$ cat config.mk
export PLATFORM = sky130hd
export DESIGN_NAME = waterfall_line_reader
export DESIGN_NICKNAME = d
export VERILOG_FILES = /design/src/rtl/waterfall_line_reader.sv
export SDC_FILE = /design/constraint.sdc
export NUM_CORES = 1
export LEC_CHECK = 0
export ABC_CLOCK_PERIOD_IN_PS = 4300
export CAP_MARGIN = 5
export CORE_ASPECT_RATIO = 0.5
export CORE_UTILIZATION = 40
export DETAILED_ROUTE_END_ITERATION = 8
export PLACE_DENSITY = 0.68
export SYNTH_ARGS = -nofsm -noshare
export SYNTH_HDL_FRONTEND = slang
export SYNTH_SLANG_ARGS = --single-unit
$ cat constraint.sdc
create_clock -name clk -period 4.3 [get_ports clk]
set_input_delay 0.43 -clock clk [delete_from_list [all_inputs] [get_ports clk]]
set_output_delay 0.43 -clock clk [all_outputs]
set_load 0.01 [all_outputs]
$ cat src/rtl/waterfall_line_reader.sv
// Captures one spectrum line from the sliding DFT bin port into a line buffer,
// then streams it out as saturated, handshaked pixels with a wrapping row index.
module waterfall_line_reader #(
    parameter  int FREQ_W     = 16,
    parameter  int LIMIT_BINS = 32,
    parameter  int PIX_W      = 8,
    parameter  int SHIFT      = 4,
    parameter  int LINES      = 64,
    localparam int BIN_ADDR_W = $clog2(LIMIT_BINS),
    localparam int ROW_W      = $clog2(LINES)
) (
    input  logic                  clk,
    input  logic                  rst_n,
    input  logic                  line_req,
    input  logic                  sdft_ready,
    output logic                  sdft_read,
    output logic [BIN_ADDR_W-1:0] sdft_bin_addr,
    input  logic [FREQ_W-1:0]     sdft_bin_out,
    output logic [PIX_W-1:0]      pix_data,
    output logic [BIN_ADDR_W-1:0] pix_x,
    output logic [ROW_W-1:0]      pix_y,
    output logic                  pix_valid,
    output logic                  pix_last,
    input  logic                  pix_ready,
    output logic                  busy,
    output logic                  overrun
);
    typedef enum logic [1:0] {IDLE, REQ, SWEEP, SEND} state_t;

    localparam int CNT_W = BIN_ADDR_W + 2;
    localparam logic [CNT_W-1:0] LAST_ADDR = CNT_W'(LIMIT_BINS - 1);
    localparam logic [CNT_W-1:0] CAP_END   = CNT_W'(LIMIT_BINS + 1);

    state_t                  state_q, state_d;
    logic                    read_q, read_d;
    logic [BIN_ADDR_W-1:0]   addr_q, addr_d;
    logic [CNT_W-1:0]        cnt_q, cnt_d;
    logic                    pend_q, pend_d;
    logic                    ovr_q, ovr_d;
    logic [PIX_W-1:0]        pix_data_q, pix_data_d;
    logic [BIN_ADDR_W-1:0]   pix_x_q, pix_x_d;
    logic [ROW_W-1:0]        pix_y_q, pix_y_d;
    logic                    pix_valid_q, pix_valid_d;
    logic                    pix_last_q, pix_last_d;

    logic [FREQ_W-1:0]       line_buf [LIMIT_BINS];
    logic                    buf_we;
    logic [BIN_ADDR_W-1:0]   buf_wa;
    logic [BIN_ADDR_W-1:0]   rd_idx;
    logic [FREQ_W-1:0]       rd_data;

    function automatic logic [PIX_W-1:0] scale(input logic [FREQ_W-1:0] mag);
        logic [FREQ_W-1:0] s;
        s = mag >> SHIFT;
        if (|(s >> PIX_W)) return '1;
        return s[PIX_W-1:0];
    endfunction

    assign rd_data = line_buf[rd_idx];
    // bin k shows up on sdft_bin_out two cycles after its address was presented
    assign buf_wa  = BIN_ADDR_W'(cnt_q - CNT_W'(2));

    always_comb begin
        state_d     = state_q;
        read_d      = read_q;
        addr_d      = addr_q;
        cnt_d       = cnt_q;
        pend_d      = pend_q;
        ovr_d       = ovr_q;
        pix_data_d  = pix_data_q;
        pix_x_d     = pix_x_q;
        pix_y_d     = pix_y_q;
        pix_valid_d = pix_valid_q;
        pix_last_d  = pix_last_q;
        buf_we      = 1'b0;
        rd_idx      = pix_x_q + 1'b1;

        if (line_req && state_q != IDLE) begin
            if (pend_q) ovr_d  = 1'b1;
            else        pend_d = 1'b1;
        end

        case (state_q)
            IDLE: begin
                if (line_req || pend_q) begin
                    state_d = REQ;
                    read_d  = 1'b1;
                    addr_d  = '0;
                    pend_d  = 1'b0;
                end
            end
            REQ: begin
                if (sdft_ready) begin
                    state_d = SWEEP;
                    cnt_d   = '0;
                end
            end
            SWEEP: begin
                cnt_d  = cnt_q + 1'b1;
                addr_d = (cnt_q < LAST_ADDR) ? addr_q + 1'b1 : '0;
                if (cnt_q == LAST_ADDR) read_d = 1'b0;
                buf_we = (cnt_q >= CNT_W'(2));
                if (cnt_q == CAP_END) begin
                    // buf[0] landed long ago, so it can be read while the last bin is written
                    state_d     = SEND;
                    rd_idx      = '0;
                    pix_data_d  = scale(rd_data);
                    pix_x_d     = '0;
                    pix_valid_d = 1'b1;
                    pix_last_d  = (LIMIT_BINS == 1);
                end
            end
            SEND: begin
                if (pix_valid_q && pix_ready) begin
                    if (pix_last_q) begin
                        pix_valid_d = 1'b0;
                        pix_last_d  = 1'b0;
                        pix_y_d     = (pix_y_q == ROW_W'(LINES - 1)) ? '0 : pix_y_q + 1'b1;
                        if (pend_q) begin
                            state_d = REQ;
                            read_d  = 1'b1;
                            addr_d  = '0;
                            pend_d  = 1'b0;
                        end else begin
                            state_d = IDLE;
                        end
                    end else begin
                        pix_x_d    = pix_x_q + 1'b1;
                        pix_data_d = scale(rd_data);
                        pix_last_d = (pix_x_q == BIN_ADDR_W'(LIMIT_BINS - 2));
                    end
                end
            end
            default: state_d = IDLE;
        endcase
    end

    always_ff @(posedge clk or negedge rst_n) begin
        if (!rst_n) begin
            state_q     <= IDLE;
            read_q      <= 1'b0;
            addr_q      <= '0;
            cnt_q       <= '0;
            pend_q      <= 1'b0;
            ovr_q       <= 1'b0;
            pix_data_q  <= '0;
            pix_x_q     <= '0;
            pix_y_q     <= '0;
            pix_valid_q <= 1'b0;
            pix_last_q  <= 1'b0;
        end else begin
            state_q     <= state_d;
            read_q      <= read_d;
            addr_q      <= addr_d;
            cnt_q       <= cnt_d;
            pend_q      <= pend_d;
            ovr_q       <= ovr_d;
            pix_data_q  <= pix_data_d;
            pix_x_q     <= pix_x_d;
            pix_y_q     <= pix_y_d;
            pix_valid_q <= pix_valid_d;
            pix_last_q  <= pix_last_d;
        end
    end

    always_ff @(posedge clk) begin
        if (buf_we) line_buf[buf_wa] <= sdft_bin_out;
    end

    assign sdft_read     = read_q;
    assign sdft_bin_addr = addr_q;
    assign pix_data      = pix_data_q;
    assign pix_x         = pix_x_q;
    assign pix_y         = pix_y_q;
    assign pix_valid     = pix_valid_q;
    assign pix_last      = pix_last_q;
    assign busy          = (state_q != IDLE);
    assign overrun       = ovr_q;
endmodule

* After elaboration in Yosys (flattened, before gate mapping)
Memory sizes are Yosys's and may differ from the RTL's. Cells that the tools add are included.
Word-level totals: memory bits (writable) 512, logic and storage cells 110, memories 1, flip-flop bits (word level) 38, output and inout port bits 29, bits of input ports 21
Memory list:
- line_buf | depth 32, width 16, rd ports 1, clocked after memory_dff 0, write ports 1, line 46 | logic [FREQ_W-1:0] line_buf [LIMIT_BINS];
Cells by class: $add $sub $neg 5, $lt $le $gt $ge 2, multiplexer cells 58, equal/unequal tests 15, reduce and logical (&&, ||, !) cells 18
Operator list (number):
- $mux 5 | 10
- $mux 8 | 6
- $mux 1 | 26
- $ne 2x2->1 const B | 8
- $pmux 8 s2 | 1
- $pmux 5 s3 | 1
- $pmux 7 s2 | 1
- $add 5x1->5 const B | 2
- $mux 2 | 5
- $pmux 5 s2 | 1
- $reduce_and 5->1 | 2
- $pmux 2 s4 | 1
- $reduce_and 4->1 | 2
- $add 7x1->7 const B | 1
- $eq 7x5->1 const B | 1
- $eq 7x6->1 const B | 1
- $ge 7x2->1 const B | 1
- $lt 7x5->1 const B | 1
- $mux 7 | 1
- $add 6x1->6 const B | 1
- $eq 6x6->1 const B | 1
- $mux 6 | 1
- $pmux 1 s2 | 3
- $reduce_and 3->1 | 2
- other kinds (13) | 18

* Logic depth before layout (Yosys ltp)
Gate-level depths: netlist of the first run. An unclocked memory read counts as a cell.
depth in word-level cells 13, mapped depth 15, depth with buffers taken out 9

* Worst setup path before layout of the first run
Ideal clock, no wire load.
path type register -> register, start point register pix_x_q[0] (netlist: pix_x[0]), end point register pix_data_q[6] (netlist: pix_data[6]), clock period less this slack 3199 ps, required time 4167 ps, library setup time 133 ps, buffers on the path 4, data arrival time 3066 ps, setup slack 1101 ps, cell stages (with the launch flop) 14, cells stage by stage dfrtp_1 > buf_2 > inv_1 > clkbuf_1 > clkbuf_1 > ha_1 > clkbuf_1 > or4_1 > nor2_1 > o211ai_1 > nor3_1 > a311oi_1 > a31oi_2 > o2bb2ai_1
On the way: cells in the longest elaborated chain, start to end 13, elaborated cells between the ends (all ways) 17, those cells by class 1 x add/sub; 14 x mux; 1 x reduce/logical; 1 x memory
Ends and longest elaborated chain:
- start, declared | line 41 | logic [BIN_ADDR_W-1:0] pix_x_q, pix_x_d;
- start signal, assigned | line 159 | pix_x_q <= pix_x_d;
- $add 5x1->5 * | line 76 | rd_idx = pix_x_q + 1'b1;
- $mux 5 | line 103 | if (cnt_q == CAP_END) begin
- $mux 5 * | line 83 | case (state_q)
- $mem_v2 32x16 *
- $reduce_or 4->1 | line 55 | if (|(s >> PIX_W)) return '1;
- $mux 1 | line 55
- $mux 1 | line 115 | if (pix_last_q) begin
- $mux 1 | line 114 | if (pix_valid_q && pix_ready) begin
- $mux 1 | line 83
- $mux 8 | line 56 | return s[PIX_W-1:0];
- $mux 8 | line 115
- $mux 8 | line 114
- $pmux 8 s2 * | line 83
- end signal, assigned | line 158 | pix_data_q <= pix_data_d;
- end, declared | line 40 | logic [PIX_W-1:0] pix_data_q, pix_data_d;
Mark *: on every way between the ends. The rest lies on a longest branch, timed or not. The select of a mux whose other input is x is not followed. A chain may end at the register's enable or synchronous reset.

* Worst setup path after layout of the first run
start point register cnt_q[1], end point register pix_data_q[0] (netlist: pix_data[0])
On the way: cells in the longest elaborated chain, start to end 13, elaborated cells between the ends (all ways) 19, those cells by class 2 x eq/ne; 14 x mux; 2 x reduce/logical; 1 x memory
Ends and longest elaborated chain:
- start, declared | line 37 | logic [CNT_W-1:0] cnt_q, cnt_d;
- start signal, assigned | line 155 | cnt_q <= cnt_d;
- $eq 7x6->1 * | line 103
- $mux 5 | line 103
- $mux 5 | line 83
- $mem_v2 32x16
- $reduce_or 4->1 | line 55
- $mux 1 | line 55
- $mux 1 | line 115
- $mux 1 | line 114
- $mux 1 | line 83
- $mux 8 | line 56
- $mux 8 | line 115
- $mux 8 | line 114
- $pmux 8 s2 | line 83
Marks and branches as above.

==> impl_metrics.py, run 1 <==
metrics = {
    "synth": {
        "yosys.area.top_type_share_pct": 68.9,
        "asyncSetResetFlopFracSynth_pct": 9.00,
        "synth-simple-area-share_pct": 6.75,
        "synth_edf_count": 384,
        "yosys-top-cells-area": "edfxtp_1 69%, dfrtp_1 5.7%, mux2i_1 2.5%",
        "synth_compound_area_share_pct": 10.5,
        "syn_inst": 1090,
        "yosysWarnings": 0,
        "yosysSeqAreaShare_pct": 74.6,
        "syn_avg_cell_area_um2": 15.4,
        "synth-main-ff-cell": "edfxtp_1",
        "ys_seq_elements": 422,
        "synth_mux_area_share_pct": 4.74,
        "syn-num-nets": 1125,
        "synth_cell_types": 56,
        "synth_xor_area_share_pct": 0.628,
        "synth_fa_ha_area_share_pct": 1.05,
        "synth_area_um2": 16700,
        "synth_top_family_by_area": "compound AO/OA/AOI/OAI gates",
        "yosys.area.top_type": "edfxtp_1",
    },
    "sta": {
        "post-route-min-period_ns": 3.26,
        "drv_slew": 0,
        "tightestPinTransition_ns": 1.31,
        "slew_headroom_pct": 12.2,
        "fmax_mhz": 307,
        "finalHoldViolations": 0,
        "finalSetupViolations": 0,
        "skew_ns": 0.0197,
        "setup_tns_ns": 0,
        "rsz0062_at_grt": "false",
        "fin_crit_sh_pct": 75.7,
    },
    "clock_network": {
        "cts.sinks": 422,
        "cts_resized": 0,
        "ctsHtreeMaxLevel": 2,
        "cts-root-buf": "clkbuf_16",
        "cts.path.max_buffers": 3,
        "cts.clk_slew.worst_paths_ns": 0.07,
        "cts_buffers": 40,
        "cts_post_setup_buffers_inserted": 0,
        "cts_tree": "done",
        "hold_buffers": 0,
        "clock_latency_ns": 0.55,
    },
    "placed_design": {
        "dp_hpwl_um": 24300,
        "numPortBuffers": 45,
        "gp_congestion": 0.876,
        "dpl_cell_area_um2": 18000,
    },
    "floorplanning": {
        "start_util_pct": 41.0,
        "ios": 50,
        "rows": 52,
        "die_height_um": 147,
        "dieWidth_um": 291,
        "die_area_um2": 42700,
        "core_um2": 40900,
    },
    "critical_path": {
        "criticalPathCategory": "reg -> reg",
        "r2r.worst_path.cells": 10,
        "r2r_slack_ns": 1.04,
        "critical_path_depth": 10,
        "startpoint_type": "flip-flop",
        "cp_cell_sequence": "inv_1 > ha_1 > or4b_4 > o21ai_4 > buf_12 > nand2_1 > a21oi_1 > o32ai_1 > mux2i_1 > o2bb2ai_1",
        "crit_path_end_kind": "flip-flop",
        "crit_path_top_delay_cell": "or4b_4",
        "crit_arrival_ns": 3.72,
        "critPathRequiredTime_ns": 4.76,
        "critPathMaxFanout": 49,
        "critPathMaxStageDelay_ns": 0.55,
        "critPathTopFamily": "compound AO/OA/AOI/OAI gates",
        "crit_buf_inv": 2,
    },
    "global_routing": {
        "met1_usage_pct": 25.2,
        "gr-usage-met2_pct": 30.8,
        "antenna_found_initial": 0,
        "grt.total_usage_pct": 18.6,
        "grt.met3_usage_pct": 2.66,
        "grt_pass1_wl_um": 60200,
        "overflow": 0,
        "grt_max_degree": 50,
        "grt_pass1_vias": 9943,
        "grt_busiest_layer": "met2",
    },
    "job": {
        "cap_violations": 0,
    },
    "layout": {
        "num-nets-final": 1212,
        "nFillCells": 3392,
        "finalInstanceArea_um2": 19300,
        "fin_util_pct": 47.3,
        "antenna_cells": 0,
        "seqCellArea_um2": 12500,
        "syn2layout_area_growth_pct": 15.5,
        "drive_above_1_share_pct": 14.5,
        "multi_input_area_um2": 3990,
    },
    "route": {
        "wl_um": 39600,
        "via_count": 10032,
        "postRouteAntennaNets": 0,
        "wire_per_inst_um": 22.6,
        "vias_per_cell": 5.74,
        "drtPass1Iterations": 5,
        "route.detailed.drc": 0,
        "drtIter0Drc": 997,
    },
    "min_path": {
        "hp-class": "in -> async",
    },
    "outcome": {
        "status": "finished clean",
    },
    "power": {
        "p_per_area_nw_per_um2": 547,
        "ir_worst_vdd_mv": 0.274,
        "p_leak_nw": 6.18,
    },
}
## report_power, final
group          total [W]  switching (W)  internal, W
registers        0.00465      0.0000805      0.00457
clock network    0.00351        0.00149      0.00202
logic            0.00243        0.00164     0.000791
## through the flow
step / cells / setup slack [ns] / hold slack (ns) / total power [W]
after floorplan: 1090 / 1.10 / 0.134 / 0.00623
after global placement: 1675 / 1.16 / 0.439 / 0.00707
after detailed placement: 1675 / 1.09 / 0.455 / 0.00715
after CTS: 1749 / 1.07 / 0.0443 / 0.0106
after global routing: 1749 / 0.751 / 0.101 / 0.0110
final: 1749 / 1.04 / 0.0192 / 0.0106
## final cells by class
cell class | instances | area share (%)
Inverter | 12 | 0.233
Clock buffer | 51 | 5.55
Multi-Input combinational cell | 601 | 20.6
Clock inverter | 23 | 1.15
Timing Repair Buffer | 100 | 4.40
Sequential cell | 422 | 64.6
Tap cell | 540 | 3.49
## cells by family after synthesis
| kind of cell | count (synthesis) |
|---|---|
| buffers and inverters | 67 |
| AOI/OAI and AO/OA | 269 |
| and+or+nand+nor | 231 |
| xor gates and xnor gates | 12 |
| DFF | 422 |
| adders and majority gates | 14 |
| muxes | 75 |
## path summary, 6_finish.rpt
kind                                from                to
worst min-delay path               rst_n  sdft_bin_addr[3]
min in group clk                 overrun           overrun
worst min register to register   overrun           overrun
worst max-delay path            cnt_q[1]       pix_data[0]
max in group asynchronous          rst_n          pix_x[0]
worst max register to register  cnt_q[1]       pix_data[0]
## cell usage in the layout (no fill, tap or decap), drive strengths merged, types with 3 or more instances in the layout
cell             n
mux2i           41
clkdlybuf4s50   40
and3             3
o31ai            4
a22o             3
nand3b           4
nand4            5
inv             14
or4              6
mux2            34
clkbuf          51
dfrtp           38
bufinv           4
nor2            61
xnor2            6
o211ai          29
o221a            8
nor2b            4
edfxtp         384
clkinv          14
a22oi            3
o221ai          26
o21ai           69
o41ai            4
buf             60
clkinvlp         3
nand2           67
nand3           26
a31oi            3
o32ai            9
ha              14
o2bb2ai          8
nor4            20
nor3            16
nand2b          14
o22ai           11
xor2             6
a21oi           81
## synth_stat cells (16+ instances only)
master / count
nand3_1: 26
o221ai_1: 26
nand2_1: 67
mux2_2: 34
dfrtp_1: 38
nor4_1: 20
buf_2: 20
a21oi_1: 80
mux2i_1: 41
edfxtp_1: 384
o21ai_0: 61
clkbuf_1: 27
nor2_1: 59
o211ai_1: 27
nor3_1: 16
## sequential cells by signal (all words and copies together) (netlist names)
signal,count
cnt_q,7
line_buf,384
overrun,1
pend_q,1
pix_data,8
pix_last,1
pix_valid,1
pix_x,5
pix_y,6
sdft_bin_addr,5
sdft_read,1
state_q,2
## routing by layer
layer | share of wire [%] | routed length (um)
met1 | 41 | 16300
met2 | 49 | 19300
met3 | 6.8 | 2700
met4 | 3.2 | 1250
met5 | 0 | 0
Power figures use the tool's default switching activity.
==> run 2, diff against run 1 <==
--- a/config.mk
+++ b/config.mk
@@ -5,12 +5,12 @@
 export SDC_FILE = /design/constraint.sdc
 export NUM_CORES = 1
 export LEC_CHECK = 0
-export ABC_CLOCK_PERIOD_IN_PS = 4300
+export ABC_CLOCK_PERIOD_IN_PS = 2900
 export CAP_MARGIN = 5
 export CORE_ASPECT_RATIO = 0.5
 export CORE_UTILIZATION = 40
 export DETAILED_ROUTE_END_ITERATION = 8
-export PLACE_DENSITY = 0.68
+export PLACE_DENSITY = 0.7
 export SYNTH_ARGS = -nofsm -noshare
 export SYNTH_HDL_FRONTEND = slang
 export SYNTH_SLANG_ARGS = --single-unit
==> constraint.sdc (replaced) <==
create_clock -name clk -period 2.9 [get_ports clk]
set_input_delay 0.29 -clock clk [delete_from_list [all_inputs] [get_ports clk]]
set_output_delay 0.29 -clock clk [all_outputs]
set_load 0.01 [all_outputs]
==> run 2 against run 1 <==
Non-clock buffer count grew 28. Sequential cell count unchanged. Register-to-register slack worse by 0.95 ns. Setup slack got worse by 0.95 ns. Worst hold slack better by 0.42 ns. Fmax up 16%. Largest cell class unchanged.
==> impl_metrics.py, run 2 (synthesis gave the netlist of run 1 again) <==
metrics = {
    "route": {
        "route.detailed.drc": 0,
        "wire_per_inst_um": 22.0,
        "drtIter0Drc": 1185,
        "vias_per_cell": 5.66,
        "postRouteAntennaNets": 0,
        "drtPass1Iterations": 5,
        "wl_um": 39000,
        "via_count": 10053,
    },
    "layout": {
        "drive_above_1_share_pct": 16.2,
        "fin_util_pct": 48.1,
        "layout_common_cells": "384 x edfxtp_1, 79 x a21oi_1, 72 x buf_4",
        "largest_register_ffs": 384,
        "largest-register": "line_buf",
        "syn2layout_area_growth_pct": 17.5,
        "num-nets-final": 1239,
        "layout_commonest_cell": "edfxtp_1",
        "antenna_cells": 0,
    },
    "placed_design": {
        "dp_hpwl_um": 24000,
        "numPortBuffers": 45,
        "gp_congestion": 0.889,
        "place_ws_ns": 0.0502,
    },
    "sta": {
        "rsz0062_at_grt": "true",
        "drv_slew": 0,
        "fin_crit_sh_pct": 96.6,
        "slew_headroom_pct": 36.0,
        "finalHoldViolations": 0,
        "post-route-min-period_ns": 2.80,
        "holdWs_ns": 0.442,
        "skew_ns": 0.0228,
        "fmax_mhz": 357,
        "tightestPinTransition_ns": 0.960,
        "finalSetupViolations": 0,
        "setup_tns_ns": 0,
        "setup_ws_ns": 0.0973,
    },
    "floorplanning": {
        "rows": 52,
        "ios": 50,
        "die_area_um2": 42700,
        "dieWidth_um": 291,
        "start_util_pct": 41.0,
        "die_height_um": 147,
        "core_um2": 40900,
    },
    "power": {
        "power_w": 0.0158,
        "ir_worst_vdd_mv": 0.422,
        "p_leak_nw": 6.34,
        "p_per_area_nw_per_um2": 804,
    },
    "global_routing": {
        "overflow": 0,
        "grt.total_usage_pct": 18.2,
        "antenna_found_initial": 0,
        "grt_pass1_vias": 9893,
        "grt_pass1_wl_um": 59100,
        "grt_max_degree": 42,
    },
    "critical_path": {
        "crit_path_top_delay_cell": "or4b_4",
        "crit_path_end_kind": "flip-flop",
        "startpoint_type": "flip-flop",
        "cp_cell_sequence": "inv_1 > ha_1 > or4b_4 > o21ai_2 > buf_12 > o21ai_0 > a21oi_1 > o32ai_1 > buf_4 > mux2i_1 > o2bb2ai_1",
        "crit_buf_inv": 3,
        "critPathRequiredTime_ns": 3.38,
        "criticalPathCategory": "reg -> reg",
        "crit_start": "cnt_q[1]",
        "critPathTopFamily": "compound AO/OA/AOI/OAI gates",
        "timing.rr.start": "cnt_q[1]",
        "crit_arrival_ns": 3.28,
        "critPathMaxStageDelay_ns": 0.56,
        "critPathMaxFanout": 36,
    },
    "clock_network": {
        "clock_latency_ns": 0.55,
        "ctsHtreeMaxLevel": 2,
        "cts.clk_slew.worst_paths_ns": 0.07,
        "cts-root-buf": "clkbuf_16",
        "cts.path.max_buffers": 3,
        "cts_buffers": 39,
        "cts.sinks": 422,
        "cts_tree": "done",
    },
    "min_path": {
        "hp-class": "in -> async",
    },
    "outcome": {
        "status": "finished clean",
    },
    "job": {
        "cap_violations": 0,
    },
}
-- run 2: cell count changes in the layout (fill, tap and decap cells not counted), sizes merged --
cell / delta
clkbuf: -1
clkdlybuf4s50: +4
buf: +22
clkinvlp: +1
bufinv: -1
dlygate4sd3: +1
-- run 2: area by class of cell --
class / count / area, um2
Fill cell: 3364 / 21200
Tap cell: 540 / 676
Timing Repair Buffer: 128 / 1200
Inverter: 12 / 45.0
Clock buffer: 49 / 1050
Clock inverter: 23 / 214
Sequential cell: 422 / 12500
Multi-Input combinational cell: 601 / 3990
-- run 2: repair_timing --
| action | in CTS | in global routing |
|---|---|---|
| gates resized for setup | 0 | 2 |
| buffers inserted | 0 | 1 |
| hold buffers | 1 | 0 |
| setup endpoints to repair | 0 | 8 |
| hold endpoints to repair | 38 | 0 |
-- run 2: per-stage QoR --
step,instance area [um2],std cells
floorplan,16800,1090
global placement,18300,1700
detailed placement,18300,1700
CTS,19600,1773
global route,19700,1775
finish,19700,1775
-- run 2: where the power goes --
| part | switching [W] | total, W | internal [W] |
|---|---|---|---|
| logic | 0.00242 | 0.00384 | 0.00142 |
| clock network | 0.00222 | 0.00510 | 0.00287 |
| registers | 0.000100 | 0.00687 | 0.00677 |
-- run 2: final timing paths --
kind	to	slack [ns]	cells past startpoint
max	pix_data[2]	0.1	11
min	state_q[0]	0.44	2
max reg2reg	pix_data[2]	0.1	11
min reg2reg	overrun	0.47	1
max in group asynchronous	pix_x[0]	1.75	2
min in group clk	overrun	0.47	1
-- run 2: layer usage --
metal	vias up	share of wire, %	track usage, %
li1	4513	-	-
met3	78	7.0	3.01
met4	0	2.7	5.29
met1	5028	41	24.0
met5	-	0	0
met2	434	49	31.0
